### config.mk
export PLATFORM = sky130hd
export DESIGN_NAME = rtdf_sample_monitor
export DESIGN_NICKNAME = d
export VERILOG_FILES = /design/src/rtl/rtdf_pkg.sv /design/src/rtl/rtdf_sample_decode.sv /design/src/rtl/rtdf_sample_monitor.sv
export SDC_FILE = /design/constraint.sdc
export NUM_CORES = 1
export LEC_CHECK = 0
export BUFFER_PORTS_ARGS = -buffer_cell sky130_fd_sc_hd__buf_4
export CORE_AREA = 3 3 117 119
export DETAILED_ROUTE_END_ITERATION = 8
export DIE_AREA = 0 0 120 122
export PLACE_DENSITY = 0.72
export SETUP_SLACK_MARGIN = 0.2
export SLEW_MARGIN = 20
export SYNTH_ARGS = -nofsm -noshare
export SYNTH_HDL_FRONTEND = slang
export SYNTH_SLANG_ARGS = --single-unit
### constraint.sdc
create_clock -name clk -period 5.4 [get_ports clk]
set_input_delay 0.54 -clock clk [delete_from_list [all_inputs] [get_ports clk]]
set_output_delay 0.54 -clock clk [all_outputs]
set_load 0.02 [all_outputs]
### src/rtl/rtdf_pkg.sv
// Shared types and helpers for the RTDF sample monitor: FSM states,
// 3-bit sign-magnitude sample codes and the sample decode function.
package rtdf_pkg;

    typedef enum logic [1:0] {
        IDLE    = 2'd0,
        ACCUM   = 2'd1,
        STALLED = 2'd2
    } state_t;

    localparam logic [2:0] SAMPLE_POS1 = 3'b000;
    localparam logic [2:0] SAMPLE_POS3 = 3'b001;
    localparam logic [2:0] SAMPLE_POS5 = 3'b010;
    localparam logic [2:0] SAMPLE_POS7 = 3'b011;
    localparam logic [2:0] SAMPLE_NEG1 = 3'b100;
    localparam logic [2:0] SAMPLE_NEG3 = 3'b101;
    localparam logic [2:0] SAMPLE_NEG5 = 3'b110;
    localparam logic [2:0] SAMPLE_NEG7 = 3'b111;

    // bit2 is the sign, magnitude is 2*bits[1:0]+1
    function automatic logic signed [3:0] decode_sample(input logic [2:0] s);
        logic signed [3:0] mag;
        mag = $signed({1'b0, s[1:0], 1'b1});
        return s[2] ? -mag : mag;
    endfunction

endpackage

### src/rtl/rtdf_sample_decode.sv
// Combinational sample decoder: signed value, its square and the |value|>=5 flag.
module rtdf_sample_decode
    import rtdf_pkg::*;
(
    input  logic [2:0]        sample,
    output logic signed [3:0] value_c,
    output logic [5:0]        value_sq_c,
    output logic              high_c
);

    logic [2:0] mag;

    assign mag        = {sample[1:0], 1'b1};
    assign value_c    = decode_sample(sample);
    assign value_sq_c = 6'(mag) * 6'(mag);
    assign high_c     = (sample == SAMPLE_POS5) || (sample == SAMPLE_POS7) ||
                        (sample == SAMPLE_NEG5) || (sample == SAMPLE_NEG7);

endmodule

### src/rtl/rtdf_sample_monitor.sv
// Windowed statistics monitor for a 3-bit GPS sample stream with gap
// accounting and stall-based link-loss detection.
module rtdf_sample_monitor
    import rtdf_pkg::*;
#(
    parameter int unsigned WINDOW_LOG2 = 10,
    parameter int unsigned STALL_LIMIT = 64
) (
    input  logic                          clk,
    input  logic                          reset,
    input  logic                          sample_valid,
    input  logic [2:0]                    sample_data,
    output logic                          stats_valid,
    output logic signed [WINDOW_LOG2+3:0] sum,
    output logic [WINDOW_LOG2+5:0]        sum_sq,
    output logic [WINDOW_LOG2:0]          high_count,
    output logic                          underrun,
    output logic [15:0]                   gap_count,
    output logic [15:0]                   window_count,
    output logic                          link_lost
);

    localparam int unsigned SUM_W = WINDOW_LOG2 + 4;
    localparam int unsigned SQ_W  = WINDOW_LOG2 + 6;
    localparam int unsigned HC_W  = WINDOW_LOG2 + 1;
    localparam int unsigned CNT_W = WINDOW_LOG2;

    localparam logic [CNT_W-1:0] CNT_LAST   = '1;
    localparam logic [15:0]      STALL_LAST = 16'(STALL_LIMIT - 1);

    state_t                    state;
    logic signed [SUM_W-1:0]   acc_sum;
    logic [SQ_W-1:0]           acc_sq;
    logic [HC_W-1:0]           acc_high;
    logic [CNT_W-1:0]          acc_cnt;
    logic                      gap_flag;
    logic [15:0]               stall_cnt;

    logic signed [3:0]         dec_value;
    logic [5:0]                dec_sq;
    logic                      dec_high;

    logic signed [SUM_W-1:0]   nxt_sum;
    logic [SQ_W-1:0]           nxt_sq;
    logic [HC_W-1:0]           nxt_high;
    logic                      window_done;

    rtdf_sample_decode u_decode (
        .sample     (sample_data),
        .value_c    (dec_value),
        .value_sq_c (dec_sq),
        .high_c     (dec_high)
    );

    // Running totals including the current sample; accumulators are zero in IDLE
    always_comb begin
        nxt_sum     = acc_sum + $signed({{(SUM_W-4){dec_value[3]}}, dec_value});
        nxt_sq      = acc_sq + SQ_W'(dec_sq);
        nxt_high    = acc_high + HC_W'(dec_high);
        window_done = (acc_cnt == CNT_LAST);
    end

    always_ff @(posedge clk) begin
        if (reset) begin
            state        <= IDLE;
            acc_sum      <= '0;
            acc_sq       <= '0;
            acc_high     <= '0;
            acc_cnt      <= '0;
            gap_flag     <= 1'b0;
            stall_cnt    <= '0;
            stats_valid  <= 1'b0;
            sum          <= '0;
            sum_sq       <= '0;
            high_count   <= '0;
            underrun     <= 1'b0;
            gap_count    <= '0;
            window_count <= '0;
            link_lost    <= 1'b0;
        end else begin
            stats_valid <= 1'b0;
            link_lost   <= 1'b0;
            if (sample_valid) begin
                // A valid sample is accepted identically from every state
                stall_cnt <= '0;
                if (window_done) begin
                    sum          <= nxt_sum;
                    sum_sq       <= nxt_sq;
                    high_count   <= nxt_high;
                    underrun     <= gap_flag;
                    window_count <= window_count + 16'd1;
                    stats_valid  <= 1'b1;
                    acc_sum      <= '0;
                    acc_sq       <= '0;
                    acc_high     <= '0;
                    acc_cnt      <= '0;
                    gap_flag     <= 1'b0;
                    state        <= IDLE;
                end else begin
                    acc_sum  <= nxt_sum;
                    acc_sq   <= nxt_sq;
                    acc_high <= nxt_high;
                    acc_cnt  <= acc_cnt + CNT_W'(1);
                    state    <= ACCUM;
                end
            end else begin
                unique case (state)
                    ACCUM: begin
                        if (gap_count != 16'hFFFF) begin
                            gap_count <= gap_count + 16'd1;
                        end
                        gap_flag  <= 1'b1;
                        stall_cnt <= 16'd1;
                        state     <= STALLED;
                    end
                    STALLED: begin
                        if (stall_cnt == STALL_LAST) begin
                            link_lost <= 1'b1;
                            acc_sum   <= '0;
                            acc_sq    <= '0;
                            acc_high  <= '0;
                            acc_cnt   <= '0;
                            gap_flag  <= 1'b0;
                            stall_cnt <= '0;
                            state     <= IDLE;
                        end else begin
                            stall_cnt <= stall_cnt + 16'd1;
                        end
                    end
                    default: begin
                        state <= IDLE;
                    end
                endcase
            end
        end
    end

endmodule

==> results.py, run 1 <==
metrics = {
    "drt": {
        "drc_errors": 0,
        "totalWireLength_um": 15700,
        "route.met3.wl_um": 901,
        "vias": 6110,
        "wl_met2_um": 7420,
        "wl_per_cell_um": 14.6,
        "ant_nets": 0,
        "firstDrtPassIters": 5,
        "vias_per_cell": 5.65,
        "top_layer": "met4",
        "wl_met1_um": 7200,
        "drt_iter0_drc": 356,
    },
    "setup_path": {
        "critPathMaxFanout": 5,
        "crit_type": "in -> reg",
        "cp.required_ps": 5740,
        "cp.arrival_ps": 3510,
        "startpoint_type": "input port",
        "cp-end-kind": "flop",
    },
    "power": {
        "switching_share_pct": 24.6,
        "power.density_nw_per_um2": 307,
        "p_seq_share_pct": 44.2,
        "clkPwrFrac_pct": 44.8,
        "p_switching_w": 0.000622,
        "intPower_w": 0.00191,
        "p_leak_nw": 3.29,
        "combPwrFrac_pct": 11.0,
        "max-vdd-ir-drop_mv": 0.229,
    },
    "worst_hold_path": {
        "min-delay-path-class": "reg -> reg",
    },
    "cts": {
        "root_buffer": "clkbuf_16",
        "clock_latency_ps": 430,
        "cts_resized": 0,
        "cts_tree": "built",
        "cts_setup_buffers": 0,
        "cts_buffer_depth": 2,
        "cts.sinks": 146,
        "clk_pin_slew_worst_paths_ps": 60,
        "numCtsBuffers": 17,
        "cts_hold_buffers": 0,
        "htreeDepth": 4,
    },
    "synth": {
        "ys_seq_area_share_pct": 41.7,
        "yosys-top-cells-count": "dfxtp_1, nor2_1, nand2_1",
        "ys_ff_latch": 146,
        "yosys.cell_types.count": 60,
        "ys.flop_type": "dfxtp_1",
        "synth_area_leaders": "dfxtp_1, nor2_1, ha_1",
        "synth_fp_nets": 874,
        "yosys_warnings": 0,
        "syn_area_per_cell_um2": 8.39,
        "syn_area_um2": 7010,
        "synthArstFlopShare_pct": 0,
        "synth_top_area_share_pct": 41.7,
        "synthCells": 835,
        "synth.most_common_cell": "dfxtp_1",
        "synth_edf_count": 0,
        "yosysTopAreaCell": "dfxtp_1",
    },
    "timing": {
        "hold_violations": 0,
        "fin_skew_ps": 9.94,
        "hold_slack_ps": 456,
        "fin_crit_ps": 3170,
        "setup-violations-final": 0,
        "fin_setup_tns_ps": 0,
        "worstMarginPinSlew_ps": 749,
        "fin_crit_sh_pct": 58.8,
        "rsz0062_at_grt": "false",
        "fmax_mhz": 315,
        "relSlewSlack_pct": 50.1,
        "slew_viol_final": 0,
    },
    "global_routing": {
        "grt_pass1_vias": 5850,
        "grt_pass1_wl_um": 26900,
        "grt_overflow": 0,
        "grt_max_degree": 65,
        "antenna_found_initial": 0,
        "grt_usage_pct": 22.5,
    },
    "final_layout": {
        "synthToLayoutAreaGrowth_pct": 17.7,
        "fin_util_pct": 65.1,
        "drive_above_1_share_pct": 14.3,
        "instances_no_fill": 1082,
        "fin_nets": 937,
        "diodes": 0,
    },
    "placed_design": {
        "portBuffers": 81,
        "place_inst": 1051,
        "dp_hpwl_um": 10500,
        "gp_congestion": 0.829,
    },
    "floorplanning": {
        "die_y_um": 122,
        "row_count": 41,
        "io_pins": 82,
        "die_w_um": 120,
        "core_area_um2": 12700,
        "die_area_um2": 14600,
        "initial_core_util_pct": 55.3,
    },
    "run": {
        "maxCapViolations": 0,
    },
    "outcome": {
        "outcome": "finished clean",
    },
}
per-stage QoR:
stage | setup WS, ps | instance area [um2] | total power, W
floorplan | 2290 | 7010 | 0.00136
CTS | 2250 | 8250 | 0.00255
finish | 2230 | 8250 | 0.00253
detailed placement | 1840 | 7680 | 0.00141
global route | 2050 | 8250 | 0.00263
global placement | 1980 | 7680 | 0.00140
area by class of cell:
type	instances	area (um2)
inverters	19	71.3
repair buffers	86	646
clock inverters	12	115
well taps	172	215
clock buffers	19	453
flip-flops and latches	146	2920
multi-input cells	628	3820
fillers	1081	4420
cell usage in the layout (no fill, tap or decap), types with 5 or more instances in the layout:
master / synthesis / layout
a311oi_1: 5 / 5
nand3b_1: 9 / 9
a22oi_1: 15 / 15
and3_1: 20 / 20
inv_1: 19 / 19
ha_1: 31 / 31
a211oi_1: 23 / 23
dfxtp_1: 146 / 146
xor2_1: 33 / 33
a22o_1: 5 / 5
nor3_1: 19 / 18
nand2_1: 80 / 80
a21o_1: 5 / 5
clkinv_2: 0 / 8
a31oi_1: 9 / 9
nand2b_1: 5 / 5
nand4_1: 21 / 21
buf_4: 1 / 86
xnor2_1: 38 / 38
nor2_1: 138 / 138
o21ai_0: 22 / 22
a21oi_1: 67 / 67
nand3_1: 25 / 25
clkbuf_16: 0 / 17
nor2b_1: 5 / 5
final timing paths:
path	from	end	slack, ps	depth (start not counted)
worst max-delay path	sample_data[0]	sum_sq[15]$_SDFFE_PP0P_	2230	14
worst min-delay path	sum[3]$_SDFFE_PP0P_	sum[3]$_SDFFE_PP0P_	460	2
worst max register to register	acc_sq[2]$_SDFFE_PP0P_	sum_sq[15]$_SDFFE_PP0P_	2630	11
worst min register to register	sum[3]$_SDFFE_PP0P_	sum[3]$_SDFFE_PP0P_	460	2
layer usage:
metal	vias to the layer above	track usage, %
met5	-	0
met4	0	8.59
li1	3040	-
met3	17	4.97
met2	154	38.1
met1	2899	28.0
power by group through the flow:
stage               Combinational (W)  Clock (W)  Sequential (W)
global route                 0.000315    0.00119         0.00112
floorplan                    0.000218          0         0.00114
CTS                          0.000277    0.00116         0.00112
global placement             0.000262          0         0.00114
finish                       0.000278    0.00113         0.00112
detailed placement           0.000272          0         0.00114
sequential cells by signal, indices dropped and copies added, names as in the netlist, 11 cells and up:
name,flops
acc_high,11
acc_sq,16
acc_sum,14
gap_count,16
high_count,11
stall_cnt,16
sum,14
sum_sq,16
window_count,16
cell families after synthesis:
kind of cell    count (synthesis)  share of synthesized area (%)
xor+xnor                       71                           8.88
compound gates                172                           15.4
simple gates                  349                           23.7
mux                             3                          0.429
buf+inv                        61                           3.79
fa+ha+maj                      33                           6.11
flops                         146                           41.7
worst max-delay path, cell delays in order:
cell	delay (ps)
buf_4	130
inv_1	120
ha_1	260
xor2_1	180
fa_1	530
inv_1	70
ha_1	230
a21o_1	170
a21o_1	190
a21oi_1	360
nor2_1	140
and3_1	240
xnor2_1	130
a211oi_1	230
Note: power is estimated with default switching activity, not from simulation.
==> run 2: changes to the inputs <==
==> constraint.sdc (replaced) <==
create_clock -name clk -period 3.3 [get_ports clk]
set_input_delay 0.33 -clock clk [delete_from_list [all_inputs] [get_ports clk]]
set_output_delay 0.33 -clock clk [all_outputs]
set_load 0.02 [all_outputs]
==> run 2 against run 1 <==
- clock-buffer cell count grew 2
- via count shrank 0.47%
- combinational power grew 66%
- design area grew 1.6%
- sequential power grew 63%
- final cell count grew 0.74%
- routed wire length grew 1.1%
- largest cell class unchanged
==> results.py, run 2 (synthesis results as in run 1) <==
metrics = {
    "power": {
        "power.density_nw_per_um2": 523,
        "p_leak_nw": 3.36,
        "max-vdd-ir-drop_mv": 0.333,
    },
    "cts": {
        "cts.sinks": 146,
        "clk_pin_slew_worst_paths_ps": 60,
        "clock_latency_ps": 420,
        "numCtsBuffers": 17,
        "htreeDepth": 4,
        "cts_resized": 0,
        "cts_hold_buffers": 0,
        "cts_buffer_depth": 2,
        "cts_setup_buffers": 0,
        "cts_tree": "built",
        "root_buffer": "clkbuf_16",
    },
    "global_routing": {
        "grt_pass1_wl_um": 26900,
        "antenna_found_initial": 0,
        "grt_use_met2_pct": 36.3,
        "grt_overflow": 0,
        "top_usage_layer": "met2",
        "use_met1_pct": 28.7,
        "grt_usage_pct": 22.1,
        "grt_max_degree": 73,
        "grt_use_met3_pct": 4.60,
        "grt_pass1_vias": 5843,
    },
    "floorplanning": {
        "row_count": 41,
        "die_area_um2": 14600,
        "initial_core_util_pct": 55.3,
        "die_w_um": 120,
        "io_pins": 82,
        "die_y_um": 122,
        "core_area_um2": 12700,
    },
    "timing": {
        "fin_crit_ps": 2840,
        "fin_setup_tns_ps": 0,
        "fin_crit_sh_pct": 86.1,
        "fin_skew_ps": 7.46,
        "worstMarginPinSlew_ps": 799,
        "slew_viol_final": 0,
        "hold_violations": 0,
        "relSlewSlack_pct": 46.7,
        "setup-violations-final": 0,
        "fmax_mhz": 352,
        "rsz0062_at_grt": "false",
    },
    "outcome": {
        "outcome": "finished clean",
    },
    "final_layout": {
        "fin_nets": 944,
        "drive_above_1_share_pct": 14.8,
        "synthToLayoutAreaGrowth_pct": 19.6,
        "final_cell_mix": "dfxtp_1, nor2_1, buf_4, nand2_1, a21oi_1",
        "diodes": 0,
        "final_area_um2": 8380,
        "final_common_cell": "dfxtp_1",
    },
    "setup_path": {
        "startpoint_type": "input port",
        "cp-end-kind": "flop",
        "crit_type": "in -> reg",
        "critPathMaxFanout": 3,
        "cp.required_ps": 3630,
        "ff2ff_path_depth": 11,
        "cp.arrival_ps": 3170,
    },
    "worst_hold_path": {
        "min-delay-path-class": "in -> reg",
        "whs_path_depth": 3,
    },
    "drt": {
        "drt_iter0_drc": 347,
        "vias_per_cell": 5.58,
        "drc_errors": 0,
        "ant_nets": 0,
        "firstDrtPassIters": 5,
        "totalWireLength_um": 15900,
        "wl_per_cell_um": 14.6,
        "vias": 6081,
    },
    "run": {
        "maxCapViolations": 0,
    },
    "placed_design": {
        "portBuffers": 81,
        "gp_congestion": 0.866,
        "dp_hpwl_um": 10800,
        "placed_area_um2": 7730,
    },
}
==> run 2: final timing paths <==
path | slack, ps | start | end
setup / recovery | 460 | sample_data[0] | sum_sq[12]$_SDFFE_PP0P_
hold reg to reg | 450 | sum[2]$_SDFFE_PP0P_ | sum[2]$_SDFFE_PP0P_
setup reg to reg | 640 | acc_sq[2]$_SDFFE_PP0P_ | sum_sq[12]$_SDFFE_PP0P_
hold / removal | 260 | sample_valid | acc_cnt[2]$_SDFFE_PP0P_
==> run 2: metrics by stage <==
stage / util, % / setup slack (ps) / hold slack [ps] / instances / total power [W]
after floorplan: - / 404 / 432 / 835 / 0.00222
after detailed placement: 61.0 / 65.4 / 449 / 1058 / 0.00232
final: 66.1 / 460 / 260 / 1090 / 0.00438
after CTS: 66.1 / 492 / 239 / 1090 / 0.00441
after global routing: 66.1 / 306 / 260 / 1090 / 0.00455
after global placement: 61.0 / 127 / 443 / 1058 / 0.00230
==> run 2: report_power, final <==
part	switching, W	internal, W
Combinational	0.000275	0.000186
Clock	0.000718	0.00137
Sequential	0.0000257	0.00180
Total	0.00102	0.00336
==> run 2: final cells by class <==
cell class,instances,area [um2]
clock buffers,21,460
well taps,172,215
clock inverters,11,183
flip-flops and latches,146,2920
fillers,1081,4300
repair buffers,93,698
multi-input cells,628,3820
inverters,19,71.3
==> run 2: critical path, stage by stage <==
cell and delay, ps:
buf_4 130, inv_1 110, ha_1 260, xor2_1 180
fa_1 360, inv_1 60, ha_1 250, and3b_1 210
o21a_1 180, o21ai_0 350, nand2_1 150, and3_1 230
xnor2_1 130, a211oi_1 250
==> run 2: per-layer routing <==
metal / part of all wire, % / up-vias / wire length (um)
li1: - / 3063 / -
met1: 48 / 2869 / 7570
met2: 47 / 130 / 7510
met3: 3.7 / 19 / 589
met4: 1.6 / 0 / 257
met5: 0 / - / 0
